===== src/rtl/sd_data_receive_fsm_pkg.sv =====
// Shared data-path definitions for the SD host receive side.
// State codes are common to every data-line block.
package sd_data_receive_fsm_pkg;

  typedef enum logic [3:0] {
    DATA_STATE_STOP            = 4'b0000,
    DATA_STATE_WAIT_RECEIVE    = 4'b0010,
    DATA_STATE_RECEIVE         = 4'b0011,
    DATA_STATE_RECEIVE_CRC     = 4'b0100,
    DATA_STATE_RECEIVE_END_BIT = 4'b0101
  } data_state_e;

  localparam int BEAT_W = 14;
  localparam logic [3:0] CRC_LAST = 4'hF;

  // Index of the final data beat: bytes*8 on 1-bit, bytes*2 on 4-bit.
  function automatic logic [BEAT_W-1:0] last_beat(
    input logic [11:0] len,
    input logic        wide
  );
    logic [14:0] beats;
    beats = wide ? {2'b00, len, 1'b0} : {len, 3'b000};
    return BEAT_W'(beats - 15'd1);
  endfunction

endpackage


===== src/rtl/sd_data_timeout_cnt.sv =====
// Read data timeout: loadable down-counter with hold.
// last_o flags that the current decrement reaches zero.
module sd_data_timeout_cnt #(
  parameter int W = 32
) (
  input  logic         clk_i,
  input  logic         rst_ni,
  input  logic         clr_i,
  input  logic         load_i,
  input  logic [W-1:0] val_i,
  input  logic         dec_i,
  output logic         last_o
);

  logic [W-1:0] cnt_q, cnt_d;

  // Clear wins, then load, then count down; no dec means hold.
  always_comb begin
    cnt_d = cnt_q;
    if (clr_i)
      cnt_d = '0;
    else if (load_i)
      cnt_d = val_i;
    else if (dec_i && cnt_q != '0)
      cnt_d = cnt_q - W'(1);
  end

  // Counter register.
  always_ff @(posedge clk_i or negedge rst_ni) begin
    if (!rst_ni)
      cnt_q <= '0;
    else
      cnt_q <= cnt_d;
  end

  assign last_o = (cnt_q <= W'(1));

endmodule


===== src/rtl/sd_data_receive_fsm.sv =====
// SD host receive data-line controller.
// Start bit, data beats, CRC, end bit; block count and timeout.
module sd_data_receive_fsm
  import sd_data_receive_fsm_pkg::*;
#(
  parameter int TIMEOUT_W = 32
) (
  input  logic                 in_sd_clk,
  input  logic                 hrst_n,
  input  logic                 in_soft_reset,
  input  logic                 in_read_start,
  input  logic                 in_stop_transfer,
  input  logic                 in_data_width,
  input  logic [3:0]           in_serial_data,
  input  logic [11:0]          in_block_len,
  input  logic [15:0]          in_block_number,
  input  logic [TIMEOUT_W-1:0] in_timeout_value,
  input  logic                 in_rx_fifo_full,
  input  logic                 in_receive_data_crc_error,
  output logic [3:0]           out_current_state,
  output logic [13:0]          out_has_receive_bit,
  output logic [15:0]          out_blocks_received,
  output logic                 out_clk_stop_req,
  output logic                 out_block_done,
  output logic                 out_transfer_done,
  output logic                 out_data_timeout_error,
  output logic                 out_data_crc_error,
  output logic                 out_end_bit_error
);

  data_state_e       state_q, state_d;
  logic [BEAT_W-1:0] bit_q, bit_d;
  logic [15:0]       blk_q, blk_d;
  logic              bdone_q, bdone_d;
  logic              xdone_q, xdone_d;
  logic              tmo_q, tmo_d;
  logic              crc_q, crc_d;
  logic              ebit_q, ebit_d;
  logic              tmo_load, tmo_dec, tmo_last;
  logic              start_bit, end_ok, clk_stop;

  assign start_bit = in_data_width ? (in_serial_data == 4'h0)
                                   : ~in_serial_data[0];
  assign end_ok    = in_data_width ? (&in_serial_data)
                                   : in_serial_data[0];
  assign clk_stop  = in_rx_fifo_full
                  && state_q == DATA_STATE_WAIT_RECEIVE
                  && blk_q != 16'd0;

  sd_data_timeout_cnt #(.W(TIMEOUT_W)) u_tmo (
    .clk_i  (in_sd_clk),
    .rst_ni (hrst_n),
    .clr_i  (~in_soft_reset),
    .load_i (tmo_load),
    .val_i  (in_timeout_value),
    .dec_i  (tmo_dec),
    .last_o (tmo_last)
  );

  // Next state, counters and event pulses.
  always_comb begin
    state_d  = state_q;
    bit_d    = bit_q;
    blk_d    = blk_q;
    bdone_d  = 1'b0;
    xdone_d  = 1'b0;
    tmo_d    = 1'b0;
    crc_d    = 1'b0;
    ebit_d   = 1'b0;
    tmo_load = 1'b0;
    tmo_dec  = 1'b0;
    if (in_stop_transfer && state_q != DATA_STATE_STOP) begin
      state_d = DATA_STATE_STOP;
      bit_d   = '0;
      xdone_d = 1'b1;
    end else begin
      unique case (state_q)
        DATA_STATE_STOP: begin
          if (in_read_start && !in_stop_transfer) begin
            state_d  = DATA_STATE_WAIT_RECEIVE;
            blk_d    = 16'd0;
            tmo_load = 1'b1;
          end
        end
        DATA_STATE_WAIT_RECEIVE: begin
          if (start_bit) begin
            state_d = DATA_STATE_RECEIVE;
            bit_d   = '0;
          end else if (!clk_stop) begin
            tmo_dec = 1'b1;
            if (tmo_last) begin
              tmo_d   = 1'b1;
              state_d = DATA_STATE_STOP;
            end
          end
        end
        DATA_STATE_RECEIVE: begin
          if (bit_q == last_beat(in_block_len, in_data_width)) begin
            state_d = DATA_STATE_RECEIVE_CRC;
            bit_d   = '0;
          end else begin
            bit_d = bit_q + BEAT_W'(1);
          end
        end
        DATA_STATE_RECEIVE_CRC: begin
          if (bit_q[3:0] == CRC_LAST) begin
            state_d = DATA_STATE_RECEIVE_END_BIT;
            bit_d   = '0;
          end else begin
            bit_d = bit_q + BEAT_W'(1);
          end
        end
        DATA_STATE_RECEIVE_END_BIT: begin
          bit_d = '0;
          if (!end_ok) begin
            ebit_d  = 1'b1;
            state_d = DATA_STATE_STOP;
          end else if (in_receive_data_crc_error) begin
            crc_d   = 1'b1;
            state_d = DATA_STATE_STOP;
          end else begin
            bdone_d = 1'b1;
            blk_d   = blk_q + 16'd1;
            if (in_block_number != 16'd0
                && blk_d == in_block_number) begin
              xdone_d = 1'b1;
              state_d = DATA_STATE_STOP;
            end else begin
              state_d  = DATA_STATE_WAIT_RECEIVE;
              tmo_load = 1'b1;
            end
          end
        end
        default: begin
          state_d = DATA_STATE_STOP;
          bit_d   = '0;
        end
      endcase
    end
  end

  // State, counters and registered pulses; soft reset is synchronous.
  always_ff @(posedge in_sd_clk or negedge hrst_n) begin
    if (!hrst_n) begin
      state_q <= DATA_STATE_STOP;
      bit_q   <= '0;
      blk_q   <= '0;
      bdone_q <= 1'b0;
      xdone_q <= 1'b0;
      tmo_q   <= 1'b0;
      crc_q   <= 1'b0;
      ebit_q  <= 1'b0;
    end else if (!in_soft_reset) begin
      state_q <= DATA_STATE_STOP;
      bit_q   <= '0;
      blk_q   <= '0;
      bdone_q <= 1'b0;
      xdone_q <= 1'b0;
      tmo_q   <= 1'b0;
      crc_q   <= 1'b0;
      ebit_q  <= 1'b0;
    end else begin
      state_q <= state_d;
      bit_q   <= bit_d;
      blk_q   <= blk_d;
      bdone_q <= bdone_d;
      xdone_q <= xdone_d;
      tmo_q   <= tmo_d;
      crc_q   <= crc_d;
      ebit_q  <= ebit_d;
    end
  end

  assign out_current_state      = state_q;
  assign out_has_receive_bit    = bit_q;
  assign out_blocks_received    = blk_q;
  assign out_clk_stop_req       = clk_stop;
  assign out_block_done         = bdone_q;
  assign out_transfer_done      = xdone_q;
  assign out_data_timeout_error = tmo_q;
  assign out_data_crc_error     = crc_q;
  assign out_end_bit_error      = ebit_q;

endmodule

===== config.mk =====
export PLATFORM = sky130hd
export DESIGN_NAME = sd_data_receive_fsm
export DESIGN_NICKNAME = d
export VERILOG_FILES = /design/src/rtl/sd_data_receive_fsm_pkg.sv /design/src/rtl/sd_data_timeout_cnt.sv /design/src/rtl/sd_data_receive_fsm.sv
export SDC_FILE = /design/constraint.sdc
export NUM_CORES = 1
export LEC_CHECK = 0
export ABC_AREA = 1
export CAP_MARGIN = 40
export CORE_ASPECT_RATIO = 0.9
export CORE_MARGIN = 1.5
export CORE_UTILIZATION = 28
export DETAILED_ROUTE_END_ITERATION = 6
export DONT_BUFFER_PORTS = 1
export HOLD_SLACK_MARGIN = 0.05
export SYNTH_ARGS = -nofsm -noshare
export SYNTH_HDL_FRONTEND = slang
export SYNTH_SLANG_ARGS = --single-unit

===== constraint.sdc =====
create_clock -name in_sd_clk -period 2.3 [get_ports in_sd_clk]
set_input_delay 0.23 -clock in_sd_clk [delete_from_list [all_inputs] [get_ports in_sd_clk]]
set_output_delay 0.23 -clock in_sd_clk [all_outputs]
set_load 0.01 [all_outputs]

==> reports/qor.yml, run 1 <==
grt_first_pass_wirelength_mm: 29.2
yosysTopAreaCell: "dfrtp_1"
power.clock.fraction_pct: 21.9
rr_startpoint: "out_blocks_received[0]"
synth_top_area_share_pct: 29.7
instances_no_fill: 1313
swShare_pct: 42.8
maxCapViolCount: 0
finalClockSkew_ns: 0.00618
min_to: "u_tmo.cnt_q[9]"
rsz0062_at_grt: "true"
die_h_um: 141
dieArea_um2: 22000
reg2reg_slack_ns: -0.15
io_buffers: 0
violations: "setup timing"
synthCells: 929
viasPerCell: 4.69
hp-start: "in_timeout_value[9]"
path_clk_slew_ns: 0.06
post-dp-hpwl_mm: 13.6
avgSynthCellArea_um2: 6.35
grt_usage_pct: 16.7
area_growth_syn_to_layout_pct: 29.8
grt_overflow: 0
synthArstFlopShare_pct: 100
start_kind: "register"
fin_tns_setup_ns: -4.00
diodes: 0
die_w_um: 156
ys_top_cells_by_area: "dfrtp_1 30%, nand2_1 21%, nand3_1 11%"
io_pins: 112
remaining_drc_errors: 0
synth-seq-cells: 70
yosysWarnings: 0
cp.required_ns: 2.53
nFillCells: 2189
cts_tree: "built"
peakVddDrop_mv: 0.436
cts_inserted_buffers: 9
fmax_mhz: 408
synth-simple-area-share_pct: 46.4
start_util_pct: 28.5
wl_mm: 18.5
cts.sinks: 70
cts_buffer_depth: 2
htree_levels: 3
synth_xor_xnor_area_share_pct: 8.33
grt_pass1_vias: 5814
synth_flop_cell: "dfrtp_1"
timing.final.hold_violations: 0
p_comb_share_pct: 50.2
power_frac_seq_pct: 27.9
cp-end-kind: "register"
finalWeightedCongestion: 0.934
antenna_found_initial: 0
synth_top_family_by_area: "simple AND/OR/NAND/NOR gates"
period_share_pct: 107
reg2reg_to: "u_tmo.cnt_q[30]"
dr_total_vias: 6160
drt-wirelength-per-cell_um: 14.1
status: "finished, violations left"
drt_iter0_drc: 364
utilization_pct: 37.0
synth_compound_area_share_pct: 5.26
hp-class: "primary input to register"
core_um2: 20700
worst_ep_arrival_time_ns: 2.69
period_minus_slack_ns: 2.45
final_antenna_net_count: 0
synth-edff-count: 0
worst-path-max-fanout: 8
yosysMostFrequentCell: "nand2_1"
final_max_slew_viol_count: 0
ys_seq_area_share_pct: 29.7
power_density_nw_per_um2: 838
reg2reg_depth: 19
syn_nets: 1008
rows: 50
whs_ns: 0.0662
setup_viol: 34
nets: 1101
clkLatencyLatePin_ns: 0.34
hold_path_depth: 4
synth_adder_area_share_pct: 1.48
p_leak_nw: 3.84
synth_mux_area_share_pct: 0
p_int_mw: 3.67
syn-cell-area_um2: 5900
p_sw_mw: 2.75
clockRootBuffer: "clkbuf_16"
worstSetupPathType: "register to register"
placed_cells: 1273
dr.pass1.iters: 5
drive_gt1_share_pct: 21.2
grt_max_degree: 71
synth_commonest_cells: "330 x nand2_1, 131 x nand3_1, 93 x nor2_1"
setup_slack_ns: -0.152
synth_cell_type_count: 36
## power by group through the flow
stage	sequential [mW]	clock [mW]	combinational [mW]
2_1_floorplan	1.73	0	2.29
3_3_place_gp	1.80	0	2.98
3_5_place_dp	1.80	0	3.01
4_1_cts	1.78	1.45	3.08
5_1_grt	1.83	1.51	3.68
6_report	1.79	1.41	3.23
## area by class of cell
type	count	area, µm²	area share (%)
Tap cell	286	358	4.67
Multi-Input combinational cell	746	3930	51.2
Timing Repair Buffer	109	1000	13.1
Clock buffer	10	229	2.99
Clock inverter	6	62.6	0.816
Sequential cell	70	1760	22.9
Inverter	86	328	4.28
## through the flow
step           total power [mW]  worst slack, ns  cell area, µm²
2_1_floorplan              4.02           0.0445            5900
3_3_place_gp               4.78           -0.151            6780
3_5_place_dp               4.81           -0.115            6780
4_1_cts                    6.31           -0.107            7290
5_1_grt                    7.02           -0.313            7660
6_report                   6.42           -0.152            7660
## state kept, by name, indices dropped and copies added (netlist names), 3 cells and up
register and count:
out_blocks_received 16, out_has_receive_bit 14, u_tmo.cnt_q 32, out_current_state 3
## worst max-delay path, cell delays in order (launching register included)
cell,delay [ns]
dfrtp_2,0.45
ha_4,0.20
nand2_4,0.07
nor2_4,0.06
buf_4,0.13
nand2_1,0.07
nand3_1,0.07
nand2_1,0.09
nand3_2,0.08
nor2_2,0.13
nand3_2,0.12
nor2_4,0.12
nand2_2,0.09
nand3_4,0.12
nand2_8,0.12
clkbuf_16,0.22
nand2_4,0.06
nand2_2,0.04
nand2_1,0.06
nand2_1,0.05
## kinds of logic after synthesis
family	Yosys count
AOI/OAI and AO/OA	58
DFF	70
other	1
and+or+nand+nor	627
adders and majority gates	7
buffers and inverters	113
xor gates and xnor gates	53
## worst max-delay path by stage
stage,startpoint,end,cells after the start
3_3_place_gp,out_blocks_received[8],u_tmo.cnt_q[19],14
4_1_cts,out_blocks_received[1],out_transfer_done,18
2_1_floorplan,out_blocks_received[0],u_tmo.cnt_q[21],17
5_1_grt,out_blocks_received[0],u_tmo.cnt_q[4],17
6_report,out_blocks_received[0],u_tmo.cnt_q[30],19
3_5_place_dp,out_blocks_received[8],u_tmo.cnt_q[18],14
## placed cells by master, fill, tap and decap left out, drive strengths merged
cell	instances
clkinv	2
conb	1
o22ai	7
or2	2
nand3b	6
inv	86
nor3b	1
o21ai	34
xnor2	18
o31ai	2
a31oi	1
nand2	337
nand3	134
nor2	108
dfrtp	70
ha	7
nand4	19
nor3	16
clkbuf	13
a21oi	12
xnor3	2
nor4	4
dlygate4sd3	4
xor2	33
clkinvlp	3
bufinv	1
o21bai	2
buf	102
## timing repair
action | 4_1_cts | 5_1_grt
gates cloned | 0 | 3
hold endpoints to repair | 73 | 0
hold buffers | 5 | 0
resized for setup | 13 | 80
pin swaps | 6 | 26
setup buffers | 14 | 5
setup endpoints to repair | 36 | 38
## per-layer routing
layer  part of all wire [%]  vias up  GRT usage (%)
li1                       -     3175              -
met1                     44     2813           21.2
met2                     47      154           27.8
met3                    7.0       18           4.27
met4                    1.8        0           5.36
met5                      0        -              0
Power figures use the tool's default switching activity.
==> inputs of run 2 (changes only) <==
Settings changed: CELL_PAD_IN_SITES_DETAIL_PLACEMENT from default to 2, CELL_PAD_IN_SITES_GLOBAL_PLACEMENT from default to 2, PLACE_DENSITY_LB_ADDON from default to 0.1.
==> reports/qor.yml, run 2 (synthesis gave the netlist of run 1 again) <==
period_share_pct: 110
period_minus_slack_ns: 2.53
post-dp-hpwl_mm: 18.2
regMostFlops: "u_tmo.cnt_q"
cp-end-kind: "register"
io_pins: 112
grt_max_degree: 71
setup_slack_ns: -0.227
antenna_found_initial: 1
dieArea_um2: 22000
reg2reg_slack_ns: -0.23
maxCapViolCount: 0
io_buffers: 0
layout_commonest_cell: "nand2_1"
area_growth_syn_to_layout_pct: 31.8
rr_startpoint: "out_blocks_received[0]"
viasPerCell: 5.00
rows: 50
largest_register_ffs: 32
finalWeightedCongestion: 0.842
status: "finished, violations left"
final_max_slew_viol_count: 0
p_int_mw: 3.75
setup_viol: 33
utilization_pct: 37.6
path_clk_slew_ns: 0.07
drt-wirelength-per-cell_um: 19.0
crit_path_end: "u_tmo.cnt_q[23]"
nets: 1115
p_sw_mw: 3.09
cp.required_ns: 2.59
worstPathCellList: "ha_4 > or2_2 > nand3_1 > nand2_1 > nor2_2 > nand2_1 > nor2_2 > nand3_2 > nor2_2 > nand2_2 > nand3_4 > buf_6 > clkbuf_16 > nand3_2 > nand2_1 > nand2_1 > nand2_1"
cts_buffer_depth: 2
crit_top_cell: "nand2_1"
drt_iter0_drc: 298
p_comb_share_pct: 52.7
peakVddDrop_mv: 0.398
p_leak_nw: 3.85
cts.sinks: 70
grt_pass1_vias: 7596
rsz0062_at_grt: "true"
start_util_pct: 28.5
grt_overflow: 0
slowest_stage: "dfrtp_2"
whs_ns: 0.0833
grt_usage_pct: 22.6
core_um2: 20700
worst-path-max-fanout: 8
reg2reg_depth: 17
die_w_um: 156
power_density_nw_per_um2: 879
reg2reg_to: "u_tmo.cnt_q[23]"
critPathLaunch: "out_blocks_received[0]"
htree_levels: 3
clockRootBuffer: "clkbuf_16"
worstSetupPathType: "register to register"
mostFrequentLayoutCells: "301 x nand2_1, 108 x nand3_1, 96 x buf_4"
power.clock.fraction_pct: 21.3
cts_tree: "built"
worst_ep_arrival_time_ns: 2.81
grt_first_pass_wirelength_mm: 39.3
drive_gt1_share_pct: 22.4
remaining_drc_errors: 0
final_antenna_net_count: 0
finalClockSkew_ns: 0.00920
fmax_mhz: 396
power_frac_seq_pct: 26.0
slowest_delay_ns: 0.45
clkLatencyLatePin_ns: 0.35
cts_inserted_buffers: 9
dr_total_vias: 6643
hp-class: "primary input to register"
timing.final.hold_violations: 0
start_kind: "register"
wl_mm: 25.2
violations: "setup timing"
die_h_um: 141
dr.pass1.iters: 4
swShare_pct: 45.2
-- run 2: cell types whose count changed in the layout (fill, tap and decap cells not counted), sizes merged --
cell	change
clkbuf	+1
clkinv	-2
clkinvlp	+1
buf	+14
diode	+1
-- run 2: how the worst min path moves through the flow --
stage | startpoint | cells past startpoint | endpoint | slack [ns]
floorplan | hrst_n | 0 | out_block_done | -0.07
global placement | hrst_n | 0 | out_blocks_received[7] | -0.06
detailed placement | hrst_n | 0 | out_blocks_received[7] | -0.06
CTS | in_data_width | 2 | out_end_bit_error | 0.06
global route | in_data_width | 2 | out_end_bit_error | 0.08
finish | in_data_width | 2 | out_end_bit_error | 0.08
-- run 2: critical path: cells and delay by family, from the launching register on --
| kind | cells | cell delay (ns) |
|---|---|---|
| buf+inv | 2 | 0.32 |
| flops | 1 | 0.45 |
| fa+ha+maj | 1 | 0.20 |
| simple gates | 14 | 1.49 |
-- run 2: metal layers --
metal,vias to the layer above,share of wire (%),GRT usage [%]
met3,30,4.4,5.38
met4,0,1.7,5.46
met5,-,0,0
met1,3298,44,26.9
met2,121,49,40.8
li1,3194,-,-
-- run 2: final cells by class --
| cell class | count | area (µm²) |
|---|---|---|
| clock inverter | 5 | 60.1 |
| timing repair buffer | 123 | 1120 |
| tap | 286 | 358 |
| fill | 2470 | 12900 |
| multi-input combinational | 746 | 3930 |
| sequential | 70 | 1760 |
| clock buffer | 11 | 233 |
| antenna | 1 | 2.50 |
| inverter | 86 | 325 |
-- run 2: repair_timing --
item                                    4_1_cts  5_1_grt
hold endpoints to repair                     73        0
endpoints found under the setup margin       32       50
pin swaps                                    14       40
gates cloned                                  0        5
hold buffers                                  5        0
buffers inserted                             17        5
resized for setup                            40       50
-- run 2: power by group through the flow --
stage          logic, mW  registers (mW)  clock network (mW)
2_1_floorplan       2.29            1.73                   0
3_3_place_gp        3.20            1.78                   0
3_5_place_dp        3.35            1.80                   0
4_1_cts             3.49            1.78                1.51
5_1_grt             4.08            1.82                1.54
6_report            3.61            1.78                1.46
-- run 2: metrics by stage --
stage	std cells	setup TNS (ns)	worst slack [ns]	area [µm²]	power, mW
after global placement	1279	-3.55	-0.127	6800	4.97
after CTS	1317	-4.27	-0.178	7450	6.78
after global routing	1327	-13.26	-0.373	7780	7.44
after floorplan	929	0	0.0445	5900	4.02
final	1328	-5.96	-0.227	7780	6.84
after detailed placement	1279	-8.62	-0.292	6800	5.15
